==> src/rtl/ha_array_accum_seq.sv <==
// Sequential accumulator for the four rows of an approximate 8x8 HA-array multiplier.
// One row is folded into a 17-bit accumulator per cycle through a single shared adder.
module ha_array_accum_seq #(
    parameter int SAT_EN = 1
) (
    input  logic        clk,
    input  logic        rst_n,
    input  logic        in_valid,
    output logic        in_ready,
    input  logic [6:0]  ha_array_0_b,
    input  logic [6:0]  ha_array_1_b,
    input  logic [6:0]  ha_array_2_b,
    input  logic [6:0]  ha_array_3_b,
    input  logic [8:0]  ha_array_0_t,
    input  logic [8:0]  ha_array_1_t,
    input  logic [8:0]  ha_array_2_t,
    input  logic [8:0]  ha_array_3_t,
    output logic        out_valid,
    input  logic        out_ready,
    output logic [15:0] product,
    output logic        ovf
);

    typedef enum logic [1:0] {
        IDLE,
        ACC,
        DONE
    } state_t;

    state_t            state_q;
    state_t            state_d;
    logic [1:0]        k_q;
    logic [16:0]       acc_q;
    logic [3:0][8:0]   t_q;
    logic [3:0][6:0]   b_q;

    logic [8:0]        sel_t;
    logic [6:0]        sel_b;
    logic [9:0]        row;
    logic [16:0]       addend;
    logic [16:0]       acc_sum;

    // Row k is selected from the operand register, weighted by 2^(2k), then added.
    assign sel_t   = t_q[k_q];
    assign sel_b   = b_q[k_q];
    assign row     = {1'b0, sel_t} + {1'b0, sel_b, 2'b00};
    assign addend  = {7'd0, row} << {k_q, 1'b0};
    assign acc_sum = acc_q + addend;

    always_ff @(posedge clk or negedge rst_n) begin
        if (!rst_n) begin
            state_q <= IDLE;
        end else begin
            state_q <= state_d;
        end
    end

    always_comb begin
        state_d   = state_q;
        in_ready  = 1'b0;
        out_valid = 1'b0;
        case (state_q)
            IDLE: begin
                in_ready = 1'b1;
                if (in_valid) begin
                    state_d = ACC;
                end
            end
            ACC: begin
                if (k_q == 2'd3) begin
                    state_d = DONE;
                end
            end
            DONE: begin
                out_valid = 1'b1;
                if (out_ready) begin
                    state_d = IDLE;
                end
            end
            default: begin
                state_d = IDLE;
            end
        endcase
    end

    always_ff @(posedge clk or negedge rst_n) begin
        if (!rst_n) begin
            k_q   <= 2'd0;
            acc_q <= 17'd0;
            t_q   <= '0;
            b_q   <= '0;
        end else begin
            case (state_q)
                IDLE: begin
                    if (in_valid) begin
                        t_q   <= {ha_array_3_t, ha_array_2_t, ha_array_1_t, ha_array_0_t};
                        b_q   <= {ha_array_3_b, ha_array_2_b, ha_array_1_b, ha_array_0_b};
                        acc_q <= 17'd0;
                        k_q   <= 2'd0;
                    end
                end
                ACC: begin
                    acc_q <= acc_sum;
                    // k parks at 3 so the final row is never revisited without a new accept.
                    if (k_q != 2'd3) begin
                        k_q <= k_q + 2'd1;
                    end
                end
                default: begin
                end
            endcase
        end
    end

    assign ovf     = acc_q[16];
    assign product = ((SAT_EN != 0) && acc_q[16]) ? 16'hFFFF : acc_q[15:0];

endmodule

==> config.mk <==
export PLATFORM = sky130hd
export DESIGN_NAME = ha_array_accum_seq
export DESIGN_NICKNAME = d
export VERILOG_FILES = /design/src/rtl/ha_array_accum_seq.sv
export SDC_FILE = /design/constraint.sdc
export NUM_CORES = 1
export LEC_CHECK = 0
export CORE_ASPECT_RATIO = 0.7
export CORE_MARGIN = 5
export CORE_UTILIZATION = 40
export CTS_CLUSTER_SIZE = 10
export DETAILED_ROUTE_END_ITERATION = 10
export DONT_BUFFER_PORTS = 1
export GPL_TIMING_DRIVEN = 0
export PLACE_DENSITY = 0.64
export SYNTH_ARGS = -nofsm -noshare
export SYNTH_HDL_FRONTEND = slang
export SYNTH_SLANG_ARGS = --single-unit
==> constraint.sdc <==
create_clock -name clk -period 4.4 [get_ports clk]
set_clock_uncertainty 0.15 [all_clocks]
set_input_delay 0.66 -clock clk [delete_from_list [all_inputs] [get_ports clk]]
set_output_delay 0.66 -clock clk [all_outputs]
set_load 0.05 [all_outputs]
Word-level counts from Yosys, hierarchy flattened --
Cells that the tools add are included.
Storage, ports and cells: register bits after elaboration 85, input bits 68, word-level logic and storage cells 46, output and inout port bits 19
Cells by class: add/subtract/negate cells 3, reductions and logical operators 6, order comparisons 1, mux-type cells 16, shift-type cells 1, eq/ne operators 8
Operators with widths (count):
- case mux 17 bit (2 select lines) | 1
- binary-select mux 9 bit (select 2 bit) | 1
- adder 17 bit | 1
- two-way mux 17 bit | 1
- left shift 10 x 3 -> 17 bit | 1
- two-way mux 16 bit | 1
- binary-select mux 7 bit (select 2 bit) | 1
- adder 9 x 9 -> 10 bit | 1
- two-way mux 2 bit | 5
- inequality test 2 bit, second input constant | 5
- two-way mux 9 bit | 1
- two-way mux 7 bit | 1
- case mux 2 bit (3 select lines) | 1
- AND reduction 3 bit | 2
- equality test 2 bit, second input constant | 2
- case mux 2 bit (2 select lines) | 1
- AND reduction 2 bit | 2
- < comparator 2 x 3 -> 1 bit, second input constant | 1
- adder 2 x 1 -> 2 bit, second input constant | 1
- equality test 2 x 1 -> 1 bit, second input constant | 1
- zero test 2 bit | 1
- two-way mux 1 bit | 2
- nonzero test 2 bit | 1

Depth between registers and ports, before layout --
Gate-level depths: netlist (run 1).
depth after elaboration 6, mapped depth 16, mapped depth without buffers 14

Least setup slack after synthesis (run 1) --
No wires, ideal clock.
path kind register -> register, start reg k_q[1], end reg acc_q[13], required time 4.119 ns, library setup time 0.131 ns, path slack -0.181 ns, data arrival time 4.299 ns, path buffers 2, clock period less this slack 4.581 ns, cell stages (with the launch flop) 17, cell sequence dfrtp_1 clkbuf_1 clkbuf_1 mux4_2 ha_1 fa_1 a211oi_1 o21bai_1 or4_1 nand4_1 mux2i_1 ha_1 a21oi_1 nand2_1 o32ai_4 a2111oi_1 or3_1
On the way: longest elaborated chain between the ends 6, elaborated cells on any way between the ends 8, classes of those cells add/sub: 2; shift: 1; mux: 5
RTL lines:
- start, declared | RTL line 32 | logic [1:0] k_q;
- start signal, assigned | RTL line 106 | k_q <= k_q + 2'd1;
- binary-select mux 9 bit (select 2 bit) / binary-select mux 7 bit (select 2 bit) (equally long branches) | RTL line 44, 45
- two-way mux 9 bit (implied by the code) / two-way mux 7 bit (equally long branches) | RTL line 44, 45
- adder 9 x 9 -> 10 bit | RTL line 46 | assign row = {1'b0, sel_t} + {1'b0, sel_b, 2'b00};
- left shift 10 x 3 -> 17 bit (*) | RTL line 47 | assign addend = {7'd0, row} << {k_q, 1'b0};
- adder 17 bit (*) | RTL line 48 | assign acc_sum = acc_q + addend;
- case mux 17 bit (2 select lines) (*) | RTL line 93 | case (state_q)
- end signal, assigned | RTL line 103 | acc_q <= acc_sum;
- end, declared | RTL line 33 | logic [16:0] acc_q;
Every way passes the cells marked *; elsewhere a longest branch is shown, timed or not. The select of a mux whose other input is x is not followed. A chain may end at the register's enable or synchronous reset.

Worst setup path after layout (run 1) --
Ends and elaborated chain as after synthesis.

==> metrics.txt, run 1 <==
# TYPE chip_impl_metric gauge
chip_impl_info{name="run_status",value="finished clean"} 1
chip_impl_metric{name="yosys_register_bits",unit=""} 85
chip_impl_info{name="setup.worst_path.start_class",value="flip-flop"} 1
chip_impl_metric{name="vias",unit=""} 4290
chip_impl_metric{name="syn_nets",unit=""} 670
chip_impl_metric{name="total_clock_buffers_created_by_cts",unit=""} 9
chip_impl_info{name="highest_layer",value="met4"} 1
chip_impl_metric{name="min_period",unit="ns"} 4.36
chip_impl_metric{name="critical_path_required",unit="ns"} 4.47
chip_impl_metric{name="yosysSeqAreaShare",unit="%"} 41.9
chip_impl_metric{name="die_width",unit="um"} 145
chip_impl_metric{name="clock-sinks",unit=""} 85
chip_impl_metric{name="grt_remaining_overflow",unit=""} 0
chip_impl_info{name="ys.flop_type",value="sky130_fd_sc_hd__dfrtp_1"} 1
chip_impl_metric{name="yosys.cell_types.count",unit=""} 57
chip_impl_metric{name="fp.dieH",unit="um"} 104
chip_impl_metric{name="detailedRoute.firstIterationViolations",unit=""} 398
chip_impl_metric{name="synth_compound_area_share",unit="%"} 14.8
chip_impl_metric{name="arrival_time_reported_for_the_critical_path_endpoint",unit="ns"} 4.43
chip_impl_metric{name="clock.fmax",unit="MHz"} 229
chip_impl_metric{name="fp-row-count",unit=""} 34
chip_impl_metric{name="synth-edff-count",unit=""} 0
chip_impl_metric{name="later_pin_clock_latency_in_the_skew_report",unit="ns"} 0.35
chip_impl_metric{name="first_global_vias",unit=""} 4345
chip_impl_metric{name="route.detailed.wl_per_inst",unit="um"} 19.0
chip_impl_metric{name="place_congestion",unit=""} 0.876
chip_impl_metric{name="max_cap_viol_count",unit=""} 0
chip_impl_metric{name="grt_antenna_before_repair",unit=""} 0
chip_impl_metric{name="n_antenna_cell",unit=""} 0
chip_impl_metric{name="async_flop_share",unit="%"} 100
chip_impl_metric{name="ant_nets",unit=""} 0
chip_impl_info{name="layout_common_cells",value="sky130_fd_sc_hd__nand2_1 (213), sky130_fd_sc_hd__dfrtp_1 (85), sky130_fd_sc_hd__a21oi_1 (19)"} 1
chip_impl_metric{name="setup_total_negative_slack",unit="ns"} 0
chip_impl_metric{name="worst-r2r-setup-slack",unit="ns"} 0.04
chip_impl_metric{name="post_synthesis_share_of_cell_area_spent_on_full_adders_half_adders_and_majority_gates",unit="%"} 6.70
chip_impl_metric{name="fin_cells",unit=""} 772
chip_impl_metric{name="met2RoutedLength",unit="um"} 6240
chip_impl_metric{name="maxSlewHeadroom",unit="%"} 32.0
chip_impl_metric{name="synthToLayoutAreaGrowth",unit="%"} 17.7
chip_impl_metric{name="fraction_of_synthesized_cell_area_in_xor_and_xnor_cells",unit="%"} 1.55
chip_impl_info{name="grt_setup_unrepaired",value="true"} 1
chip_impl_metric{name="placement.io_buffers",unit=""} 0
chip_impl_metric{name="maxSlewViolCount",unit=""} 0
chip_impl_metric{name="hpwl",unit="um"} 10500
chip_impl_info{name="hold_path_class",value="input pin to async pin"} 1
chip_impl_metric{name="yosys-mux-area-fraction",unit="%"} 8.08
chip_impl_metric{name="floorplan.die_area",unit="mm^2"} 0.0151
chip_impl_metric{name="placedCellCount",unit=""} 738
chip_impl_metric{name="report.final.setup_viol",unit=""} 0
chip_impl_metric{name="global_route_usage_over_all_layers",unit="%"} 19.4
chip_impl_metric{name="route.final.wire_length",unit="um"} 14700
chip_impl_metric{name="avgSynthCellArea",unit="um^2"} 8.82
chip_impl_metric{name="ctsLongestPathBuffers",unit=""} 2
chip_impl_metric{name="synth_cells",unit=""} 576
chip_impl_metric{name="hold_viol_final",unit=""} 0
chip_impl_info{name="setup.worst_path.end_class",value="flip-flop"} 1
chip_impl_metric{name="worst_slew_pin_slew",unit="ns"} 1.02
chip_impl_metric{name="1st_pass_router_iterations",unit=""} 5
chip_impl_metric{name="layout-drive-gt1-share",unit="%"} 18.9
chip_impl_metric{name="ys.warnings.count",unit=""} 0
chip_impl_info{name="leading_cell_type_in_the_layout_fill_and_taps_excluded",value="sky130_fd_sc_hd__nand2_1"} 1
chip_impl_metric{name="grt_first_pass_wirelength",unit="um"} 22900
chip_impl_metric{name="route.layer.met1.wl",unit="um"} 7290
chip_impl_info{name="cts_root_buf",value="sky130_fd_sc_hd__clkbuf_16"} 1
chip_impl_info{name="clock_tree_from_tritoncts",value="done"} 1
chip_impl_metric{name="synth_simple_gate_area_share",unit="%"} 24.1
chip_impl_metric{name="vias_per_cell",unit=""} 5.56
chip_impl_info{name="synth_top_family_by_area",value="simple AND/OR/NAND/NOR gates"} 1
chip_impl_info{name="worst_r2r_startpoint",value="k_q[1]"} 1
chip_impl_metric{name="synth_area",unit="mm^2"} 0.00508
chip_impl_info{name="regToRegEndpoint",value="acc_q[13]"} 1
chip_impl_metric{name="floorplan.initialDensity",unit="%"} 40.9
chip_impl_metric{name="htreeDepth",unit=""} 3
chip_impl_metric{name="core_region_area",unit="mm^2"} 0.0124
chip_impl_info{name="worst-setup-path-type",value="flip-flop to flip-flop"} 1
chip_impl_metric{name="period_share",unit="%"} 99.1
chip_impl_metric{name="final_net_count",unit=""} 699
chip_impl_metric{name="timing.reg2reg.worst_path_depth",unit=""} 16
chip_impl_metric{name="clk_transition_reported_paths",unit="ns"} 0.06
chip_impl_metric{name="drc",unit=""} 0
chip_impl_metric{name="grt_start_max_net_pins",unit=""} 86
chip_impl_metric{name="ios",unit=""} 87
chip_impl_metric{name="routed-wl-met3",unit="um"} 1010
chip_impl_metric{name="critPathMaxFanout",unit=""} 10
final cells by class:
cell class	instances	area, um^2
buffer	30	165
clock buffer	11	243
clock inverter	5	43.8
fill	1185	6440
inverter	7	26.3
multi-input combinational	454	3010
sequential	85	2130
tap	162	203
timing repair buffer	18	159
synth_stat cells (all sizes together), types with 10 or more instances:
| cell type | n | area share (%) |
|---|---|---|
| nand2 | 214 | 16 |
| ha | 24 | 5.9 |
| or2 | 20 | 2.5 |
| mux4 | 14 | 6.2 |
| dfrtp | 85 | 42 |
| a211oi | 10 | 1.6 |
| nor2 | 15 | 1.1 |
| o21ai | 26 | 2.6 |
| clkbuf | 20 | 1.5 |
| a21oi | 26 | 2.7 |
| nand3 | 16 | 1.6 |
| buf | 10 | 0.94 |
registers in the layout, summed over array words and instances (netlist names):
| name | flops |
|---|---|
| acc_q | 17 |
| b_q | 28 |
| k_q | 2 |
| state_q | 2 |
| t_q | 36 |
worst max-delay path by stage:
stage / endpoint / slack [ns] / startpoint / depth (start not counted)
5_1_grt: acc_q[13] / -0.11 / k_q[0] / 15
6_report: acc_q[13] / 0.04 / k_q[1] / 16
4_1_cts: acc_q[13] / 0.02 / k_q[0] / 15
3_3_place_gp: acc_q[13] / -0.50 / k_q[1] / 16
3_5_place_dp: acc_q[13] / -0.57 / k_q[1] / 16
2_1_floorplan: acc_q[13] / 0.03 / k_q[0] / 15
critical path: stages, from the launching register on:
cell and delay, ns:
sky130_fd_sc_hd__dfrtp_1 0.39, sky130_fd_sc_hd__clkbuf_8 0.19, sky130_fd_sc_hd__buf_8 0.16, sky130_fd_sc_hd__mux4_2 0.37
sky130_fd_sc_hd__ha_4 0.21, sky130_fd_sc_hd__fa_2 0.39, sky130_fd_sc_hd__a211oi_2 0.27, sky130_fd_sc_hd__o21bai_2 0.09
sky130_fd_sc_hd__or4_1 0.42, sky130_fd_sc_hd__nand4_1 0.14, sky130_fd_sc_hd__mux2i_1 0.11, sky130_fd_sc_hd__ha_1 0.36
sky130_fd_sc_hd__a21boi_4 0.21, sky130_fd_sc_hd__o32ai_4 0.12, sky130_fd_sc_hd__buf_6 0.16, sky130_fd_sc_hd__and3_1 0.13
sky130_fd_sc_hd__or3_1 0.36
logic make-up (layout without fill, tap and decap cells):
group,Yosys count,after routing
mux,23,23
buf+inv,37,71
xor+xnor,9,9
fa+ha+maj,26,26
simple gates,291,291
compound gates,105,105
flops,85,85
per-layer routing:
layer	up-vias	track usage (%)
met5	-	0
met4	0	3.53
met3	19	5.61
met2	141	27.1
met1	2083	30.1
li1	2047	-
stage by stage:
step           hold WS (ns)  instance area, um^2  util, %  worst slack [ns]
2_1_floorplan         0.214                 5080        -            0.0329
3_3_place_gp          0.217                 5290     42.5            -0.496
3_5_place_dp          0.218                 5290     42.5            -0.568
4_1_cts              0.0946                 5740     46.2            0.0161
5_1_grt               0.108                 5980     48.1            -0.106
6_report             0.0751                 5980     48.1            0.0411
what timing repair did:
action	CTS	global route
setup endpoints to repair	9	8
pin swaps	9	17
endpoints found under the hold margin	85	0
gates resized for setup	22	26
hold buffers	1	0
buffers inserted	8	9
Power of run 1 is left out: the tool's default activity adds up to more than one toggle a clock period on the data nets, which glitch-free logic cannot reach.
==> run 2, diff against run 1 <==
--- a/config.mk
+++ b/config.mk
@@ -6,13 +6,13 @@
 export NUM_CORES = 1
 export LEC_CHECK = 0
 export CORE_ASPECT_RATIO = 0.7
-export CORE_MARGIN = 5
+export CORE_MARGIN = 3
 export CORE_UTILIZATION = 40
 export CTS_CLUSTER_SIZE = 10
 export DETAILED_ROUTE_END_ITERATION = 10
 export DONT_BUFFER_PORTS = 1
 export GPL_TIMING_DRIVEN = 0
-export PLACE_DENSITY = 0.64
+export PLACE_DENSITY = 0.62
 export SYNTH_ARGS = -nofsm -noshare
 export SYNTH_HDL_FRONTEND = slang
 export SYNTH_SLANG_ARGS = --single-unit
==> constraint.sdc (replaced) <==
create_clock -name clk -period 4.68 [get_ports clk]
set_clock_uncertainty 0.15 [all_clocks]
set_input_delay 0.702 -clock clk [delete_from_list [all_inputs] [get_ports clk]]
set_output_delay 0.702 -clock clk [all_outputs]
set_load 0.05 [all_outputs]
==> metrics.txt, run 2 (synthesis results as in run 1) <==
# TYPE chip_impl_metric gauge
chip_impl_metric{name="vias",unit=""} 4199
chip_impl_metric{name="htreeDepth",unit=""} 3
chip_impl_metric{name="grt_start_max_net_pins",unit=""} 86
chip_impl_metric{name="clk_transition_reported_paths",unit="ns"} 0.07
chip_impl_metric{name="report.final.setup_viol",unit=""} 0
chip_impl_metric{name="global_route_usage_over_all_layers",unit="%"} 19.8
chip_impl_metric{name="critical_path_required",unit="ns"} 4.79
chip_impl_metric{name="grt_remaining_overflow",unit=""} 0
chip_impl_metric{name="floorplan.initialDensity",unit="%"} 42.1
chip_impl_metric{name="place_congestion",unit=""} 0.905
chip_impl_metric{name="vias_per_cell",unit=""} 5.58
chip_impl_metric{name="grt_first_pass_wirelength",unit="um"} 22000
chip_impl_metric{name="n_antenna_cell",unit=""} 0
chip_impl_metric{name="first_global_vias",unit=""} 4171
chip_impl_metric{name="worst-r2r-setup-slack",unit="ns"} 0.18
chip_impl_metric{name="grt_antenna_before_repair",unit=""} 0
chip_impl_metric{name="largest_reg_flops",unit=""} 36
chip_impl_metric{name="fin_cells",unit=""} 753
chip_impl_metric{name="route.detailed.wl_per_inst",unit="um"} 18.2
chip_impl_metric{name="1st_pass_router_iterations",unit=""} 5
chip_impl_metric{name="worst_slew_pin_slew",unit="ns"} 1.02
chip_impl_metric{name="detailedRoute.firstIterationViolations",unit=""} 263
chip_impl_metric{name="later_pin_clock_latency_in_the_skew_report",unit="ns"} 0.34
chip_impl_metric{name="clock-sinks",unit=""} 85
chip_impl_info{name="leading_cell_type_in_the_layout_fill_and_taps_excluded",value="sky130_fd_sc_hd__nand2_1"} 1
chip_impl_metric{name="maxSlewViolCount",unit=""} 0
chip_impl_metric{name="placement.io_buffers",unit=""} 0
chip_impl_metric{name="die_width",unit="um"} 141
chip_impl_metric{name="maxSlewHeadroom",unit="%"} 31.7
chip_impl_metric{name="arrival_time_reported_for_the_critical_path_endpoint",unit="ns"} 4.61
chip_impl_metric{name="hpwl",unit="um"} 10200
chip_impl_metric{name="fp-row-count",unit=""} 33
chip_impl_metric{name="max_cap_viol_count",unit=""} 0
chip_impl_metric{name="drc",unit=""} 0
chip_impl_info{name="setup.worst_path.end_class",value="flip-flop"} 1
chip_impl_metric{name="hold_viol_final",unit=""} 0
chip_impl_metric{name="period_share",unit="%"} 96.0
chip_impl_info{name="run_status",value="finished clean"} 1
chip_impl_info{name="regMostFlops",value="t_q"} 1
chip_impl_info{name="setup.worst_path.start_class",value="flip-flop"} 1
chip_impl_metric{name="ios",unit=""} 87
chip_impl_info{name="layout_common_cells",value="sky130_fd_sc_hd__nand2_1 (214), sky130_fd_sc_hd__dfrtp_1 (85), sky130_fd_sc_hd__a21oi_1 (24)"} 1
chip_impl_metric{name="clock.fmax",unit="MHz"} 222
chip_impl_metric{name="min_period",unit="ns"} 4.50
chip_impl_info{name="hold_path_class",value="input pin to async pin"} 1
chip_impl_metric{name="detailed_place.area",unit="mm^2"} 0.00528
chip_impl_metric{name="final_net_count",unit=""} 685
chip_impl_info{name="cts_root_buf",value="sky130_fd_sc_hd__clkbuf_16"} 1
chip_impl_info{name="clock_tree_from_tritoncts",value="done"} 1
chip_impl_info{name="worst-setup-path-type",value="flip-flop to flip-flop"} 1
chip_impl_metric{name="placedCellCount",unit=""} 733
chip_impl_metric{name="critPathMaxFanout",unit=""} 9
chip_impl_metric{name="total_clock_buffers_created_by_cts",unit=""} 9
chip_impl_metric{name="layout-drive-gt1-share",unit="%"} 14.1
chip_impl_metric{name="final_design_area_no_fill",unit="mm^2"} 0.00569
chip_impl_metric{name="synthToLayoutAreaGrowth",unit="%"} 12.0
chip_impl_metric{name="route.final.wire_length",unit="um"} 13700
chip_impl_metric{name="core_region_area",unit="mm^2"} 0.0121
chip_impl_metric{name="fp.dieH",unit="um"} 100
chip_impl_metric{name="ctsLongestPathBuffers",unit=""} 2
chip_impl_info{name="largest_registers",value="t_q (36), b_q (28), acc_q (17)"} 1
chip_impl_metric{name="ant_nets",unit=""} 0
chip_impl_metric{name="floorplan.die_area",unit="mm^2"} 0.0141
==> run 2: cell count changes in the layout (fill, tap and decap cells not counted), sizes merged <==
cell	previous run	this run
clkinv	1	4
clkbuf	30	28
clkinvlp	2	1
bufinv	0	1
inv	9	8
buf	29	15
==> run 2: metrics by stage <==
stage          utilization, %  setup TNS [ns]  setup WS, ns  hold slack, ns
3_3_place_gp             43.8           -2.92        -0.608           0.259
6_report                 47.2               0         0.185          0.0951
5_1_grt                  47.2         -0.0132      -0.00782           0.129
2_1_floorplan               -               0        0.0993           0.256
4_1_cts                  46.7               0        0.0328           0.123
3_5_place_dp             43.8           -2.93        -0.600           0.258
==> run 2: cell type report <==
class	count	area, um^2
clock inverters	7	73.8
plain buffers	30	163
multi-input cells	454	2830
flip-flops and latches	85	2130
clock buffers	9	225
repair buffers	4	50.0
well taps	157	196
inverters	7	26.3
fillers	1174	6370
==> run 2: per-layer routing <==
metal | track usage, % | vias to the layer above | share of wire (%)
li1 | - | 2013 | -
met1 | 30.6 | 2043 | 52
met2 | 27.6 | 135 | 41
met3 | 5.71 | 8 | 7.4
met4 | 3.87 | 0 | 0.52
met5 | 0 | - | 0
==> run 2: path summary, 6_finish.rpt <==
check,start,endpoint,cells past startpoint
worst min register to register,b_q[15],b_q[15],2
max in group asynchronous,rst_n,acc_q[12],1
worst max-delay path,k_q[0],acc_q[15],15
worst max register to register,k_q[0],acc_q[15],15
min in group clk,ha_array_3_b[6],b_q[27],2
worst min-delay path,rst_n,b_q[9],1
==> run 2: repair_timing <==
item	4_1_cts	5_1_grt
resized for setup	7	16
hold endpoints to repair	85	0
pin swaps	2	2
hold buffers	1	0
buffers inserted	2	1
setup endpoints to repair	9	8
==> run 2: worst max-delay path: stages, from the launching register on <==
cell and delay, ns:
sky130_fd_sc_hd__dfrtp_1 0.39, sky130_fd_sc_hd__buf_12 0.16, sky130_fd_sc_hd__mux4_2 0.54, sky130_fd_sc_hd__ha_2 0.23
sky130_fd_sc_hd__fa_2 0.38, sky130_fd_sc_hd__a211oi_2 0.33, sky130_fd_sc_hd__o21bai_2 0.15, sky130_fd_sc_hd__or4_1 0.42
sky130_fd_sc_hd__nand4_1 0.13, sky130_fd_sc_hd__o21ai_1 0.10, sky130_fd_sc_hd__ha_1 0.33, sky130_fd_sc_hd__o21a_1 0.15
sky130_fd_sc_hd__o211ai_1 0.14, sky130_fd_sc_hd__or2_2 0.32, sky130_fd_sc_hd__a2111o_1 0.39, sky130_fd_sc_hd__o211ai_1 0.09
Power of run 2 is left out for the same reason.
==> run 3, diff against run 2 <==
--- a/config.mk
+++ b/config.mk
@@ -12,7 +12,8 @@
 export DETAILED_ROUTE_END_ITERATION = 10
 export DONT_BUFFER_PORTS = 1
 export GPL_TIMING_DRIVEN = 0
-export PLACE_DENSITY = 0.62
+export PLACE_DENSITY = 0.63
+export REMOVE_ABC_BUFFERS = 1
 export SYNTH_ARGS = -nofsm -noshare
 export SYNTH_HDL_FRONTEND = slang
 export SYNTH_SLANG_ARGS = --single-unit
==> metrics.txt, run 3 (synthesis results as in run 1) <==
# TYPE chip_impl_metric gauge
chip_impl_metric{name="clk_transition_reported_paths",unit="ns"} 0.06
chip_impl_metric{name="die_width",unit="um"} 141
chip_impl_metric{name="layout-drive-gt1-share",unit="%"} 14.3
chip_impl_metric{name="report.final.setup_viol",unit=""} 0
chip_impl_metric{name="max_cap_viol_count",unit=""} 0
chip_impl_info{name="cts_root_buf",value="sky130_fd_sc_hd__clkbuf_16"} 1
chip_impl_info{name="worst-setup-path-type",value="flip-flop to flip-flop"} 1
chip_impl_metric{name="grt_start_max_net_pins",unit=""} 86
chip_impl_metric{name="fp.dieH",unit="um"} 100
chip_impl_metric{name="global_route_usage_over_all_layers",unit="%"} 18.1
chip_impl_metric{name="period_share",unit="%"} 95.2
chip_impl_metric{name="detailedRoute.firstIterationViolations",unit=""} 245
chip_impl_metric{name="total_clock_buffers_created_by_cts",unit=""} 9
chip_impl_metric{name="setup_ws",unit="ns"} 0.227
chip_impl_info{name="run_status",value="finished clean"} 1
chip_impl_info{name="clock_tree_from_tritoncts",value="done"} 1
chip_impl_info{name="grt_setup_unrepaired",value="false"} 1
chip_impl_metric{name="arrival_time_reported_for_the_critical_path_endpoint",unit="ns"} 4.52
chip_impl_metric{name="hold_viol_final",unit=""} 0
chip_impl_metric{name="ios",unit=""} 87
chip_impl_metric{name="final.hold.worst_slack",unit="ns"} 0.115
chip_impl_info{name="setup.worst_path.end_class",value="flip-flop"} 1
chip_impl_metric{name="drc",unit=""} 0
chip_impl_metric{name="worst_slew_pin_slew",unit="ns"} 1.09
chip_impl_metric{name="n_antenna_cell",unit=""} 0
chip_impl_metric{name="final_net_count",unit=""} 662
chip_impl_metric{name="first_global_vias",unit=""} 4065
chip_impl_info{name="setup.worst_path.start_class",value="flip-flop"} 1
chip_impl_metric{name="hpwl",unit="um"} 8670
chip_impl_metric{name="clock-sinks",unit=""} 85
chip_impl_metric{name="maxSlewViolCount",unit=""} 0
chip_impl_metric{name="min_period",unit="ns"} 4.45
chip_impl_metric{name="grt_first_pass_wirelength",unit="um"} 20400
chip_impl_info{name="timing.critical_path.from",value="k_q[0]"} 1
chip_impl_metric{name="later_pin_clock_latency_in_the_skew_report",unit="ns"} 0.34
chip_impl_metric{name="maxSlewHeadroom",unit="%"} 26.9
chip_impl_info{name="hold_path_class",value="input pin to async pin"} 1
chip_impl_metric{name="critical_path_required",unit="ns"} 4.75
chip_impl_info{name="worst_r2r_startpoint",value="k_q[0]"} 1
chip_impl_metric{name="critPathMaxFanout",unit=""} 5
chip_impl_metric{name="vias",unit=""} 3982
chip_impl_info{name="leading_cell_type_in_the_layout_fill_and_taps_excluded",value="sky130_fd_sc_hd__nand2_1"} 1
chip_impl_info{name="regMostFlops",value="t_q"} 1
chip_impl_metric{name="synthToLayoutAreaGrowth",unit="%"} 10.7
chip_impl_metric{name="ctsLongestPathBuffers",unit=""} 2
chip_impl_metric{name="grt_remaining_overflow",unit=""} 0
chip_impl_info{name="layout_common_cells",value="sky130_fd_sc_hd__nand2_1 (213), sky130_fd_sc_hd__dfrtp_1 (83), sky130_fd_sc_hd__a21oi_1 (24)"} 1
chip_impl_metric{name="clock.fmax",unit="MHz"} 225
chip_impl_metric{name="floorplan.initialDensity",unit="%"} 42.1
chip_impl_metric{name="floorplan.die_area",unit="mm^2"} 0.0141
chip_impl_metric{name="placement.io_buffers",unit=""} 0
chip_impl_metric{name="place_ws",unit="ns"} -0.620
chip_impl_metric{name="htreeDepth",unit=""} 3
chip_impl_metric{name="ant_nets",unit=""} 0
chip_impl_metric{name="grt_antenna_before_repair",unit=""} 0
chip_impl_metric{name="1st_pass_router_iterations",unit=""} 5
chip_impl_metric{name="placedCellCount",unit=""} 705
chip_impl_metric{name="largest_reg_flops",unit=""} 36
chip_impl_info{name="largest_registers",value="t_q (36), b_q (28), acc_q (17)"} 1
chip_impl_metric{name="place_congestion",unit=""} 0.837
chip_impl_metric{name="route.detailed.wl_per_inst",unit="um"} 16.6
chip_impl_metric{name="core_region_area",unit="mm^2"} 0.0121
chip_impl_metric{name="fp-row-count",unit=""} 33
chip_impl_metric{name="route.final.wire_length",unit="um"} 12100
chip_impl_metric{name="vias_per_cell",unit=""} 5.46
chip_impl_metric{name="fin_cells",unit=""} 729
run 3: layer usage:
| layer | wire, um | up-vias | share of wire, % | global-route usage (%) |
|---|---|---|---|---|
| li1 | - | 1971 | - | - |
| met1 | 6080 | 1880 | 50 | 26.5 |
| met2 | 4980 | 119 | 41 | 26.0 |
| met3 | 934 | 12 | 7.7 | 5.90 |
| met4 | 131 | 0 | 1.1 | 4.62 |
| met5 | 0 | - | 0 | 0 |
run 3: what timing repair did:
item,CTS,global route
pin swaps,1,4
setup endpoints to repair,9,2
hold buffers,1,0
buffers inserted,4,4
gates cloned,0,0
hold endpoints to repair,85,0
resized for setup,3,10
run 3: metrics by stage:
| stage | util, % | TNS, ns | area, um^2 |
|---|---|---|---|
| after floorplan | - | -0.385 | 4960 |
| after global placement | 42.7 | -6.51 | 5150 |
| after detailed placement | 43.2 | -2.91 | 5210 |
| after CTS | 46.1 | 0 | 5560 |
| after global routing | 46.6 | 0 | 5620 |
| final | 46.6 | 0 | 5620 |
run 3: worst max-delay path: stages (launching register included):
cell and delay (ns):
sky130_fd_sc_hd__dfrtp_4 0.48, sky130_fd_sc_hd__buf_4 0.17, sky130_fd_sc_hd__mux4_2 0.56, sky130_fd_sc_hd__ha_1 0.32, sky130_fd_sc_hd__a211oi_2 0.24, sky130_fd_sc_hd__o21a_1 0.18, sky130_fd_sc_hd__o21ai_1 0.10, sky130_fd_sc_hd__a221o_1 0.36
sky130_fd_sc_hd__mux2_2 0.27, sky130_fd_sc_hd__ha_1 0.33, sky130_fd_sc_hd__o21a_1 0.20, sky130_fd_sc_hd__o211ai_1 0.29, sky130_fd_sc_hd__a21boi_2 0.21, sky130_fd_sc_hd__a2111oi_1 0.06, sky130_fd_sc_hd__or3_1 0.39
run 3: worst paths after layout:
check,end,slack (ns),cells after the start
min in group clk,b_q[0],0.31,2
worst max register to register,acc_q[13],0.23,14
max in group asynchronous,k_q[0],3.89,1
worst min register to register,t_q[5],0.32,2
worst min-delay path,b_q[0],0.11,1
worst max-delay path,acc_q[13],0.23,14
run 3: area by class of cell:
class	instances	area [um^2]
clock buffer	12	267
inverter	7	26.3
fill	1142	6430
multi-input combinational	454	2840
timing repair buffer	11	139
sequential	85	2130
clock inverter	3	20.0
tap	157	196
Power of run 3 is left out for the same reason.
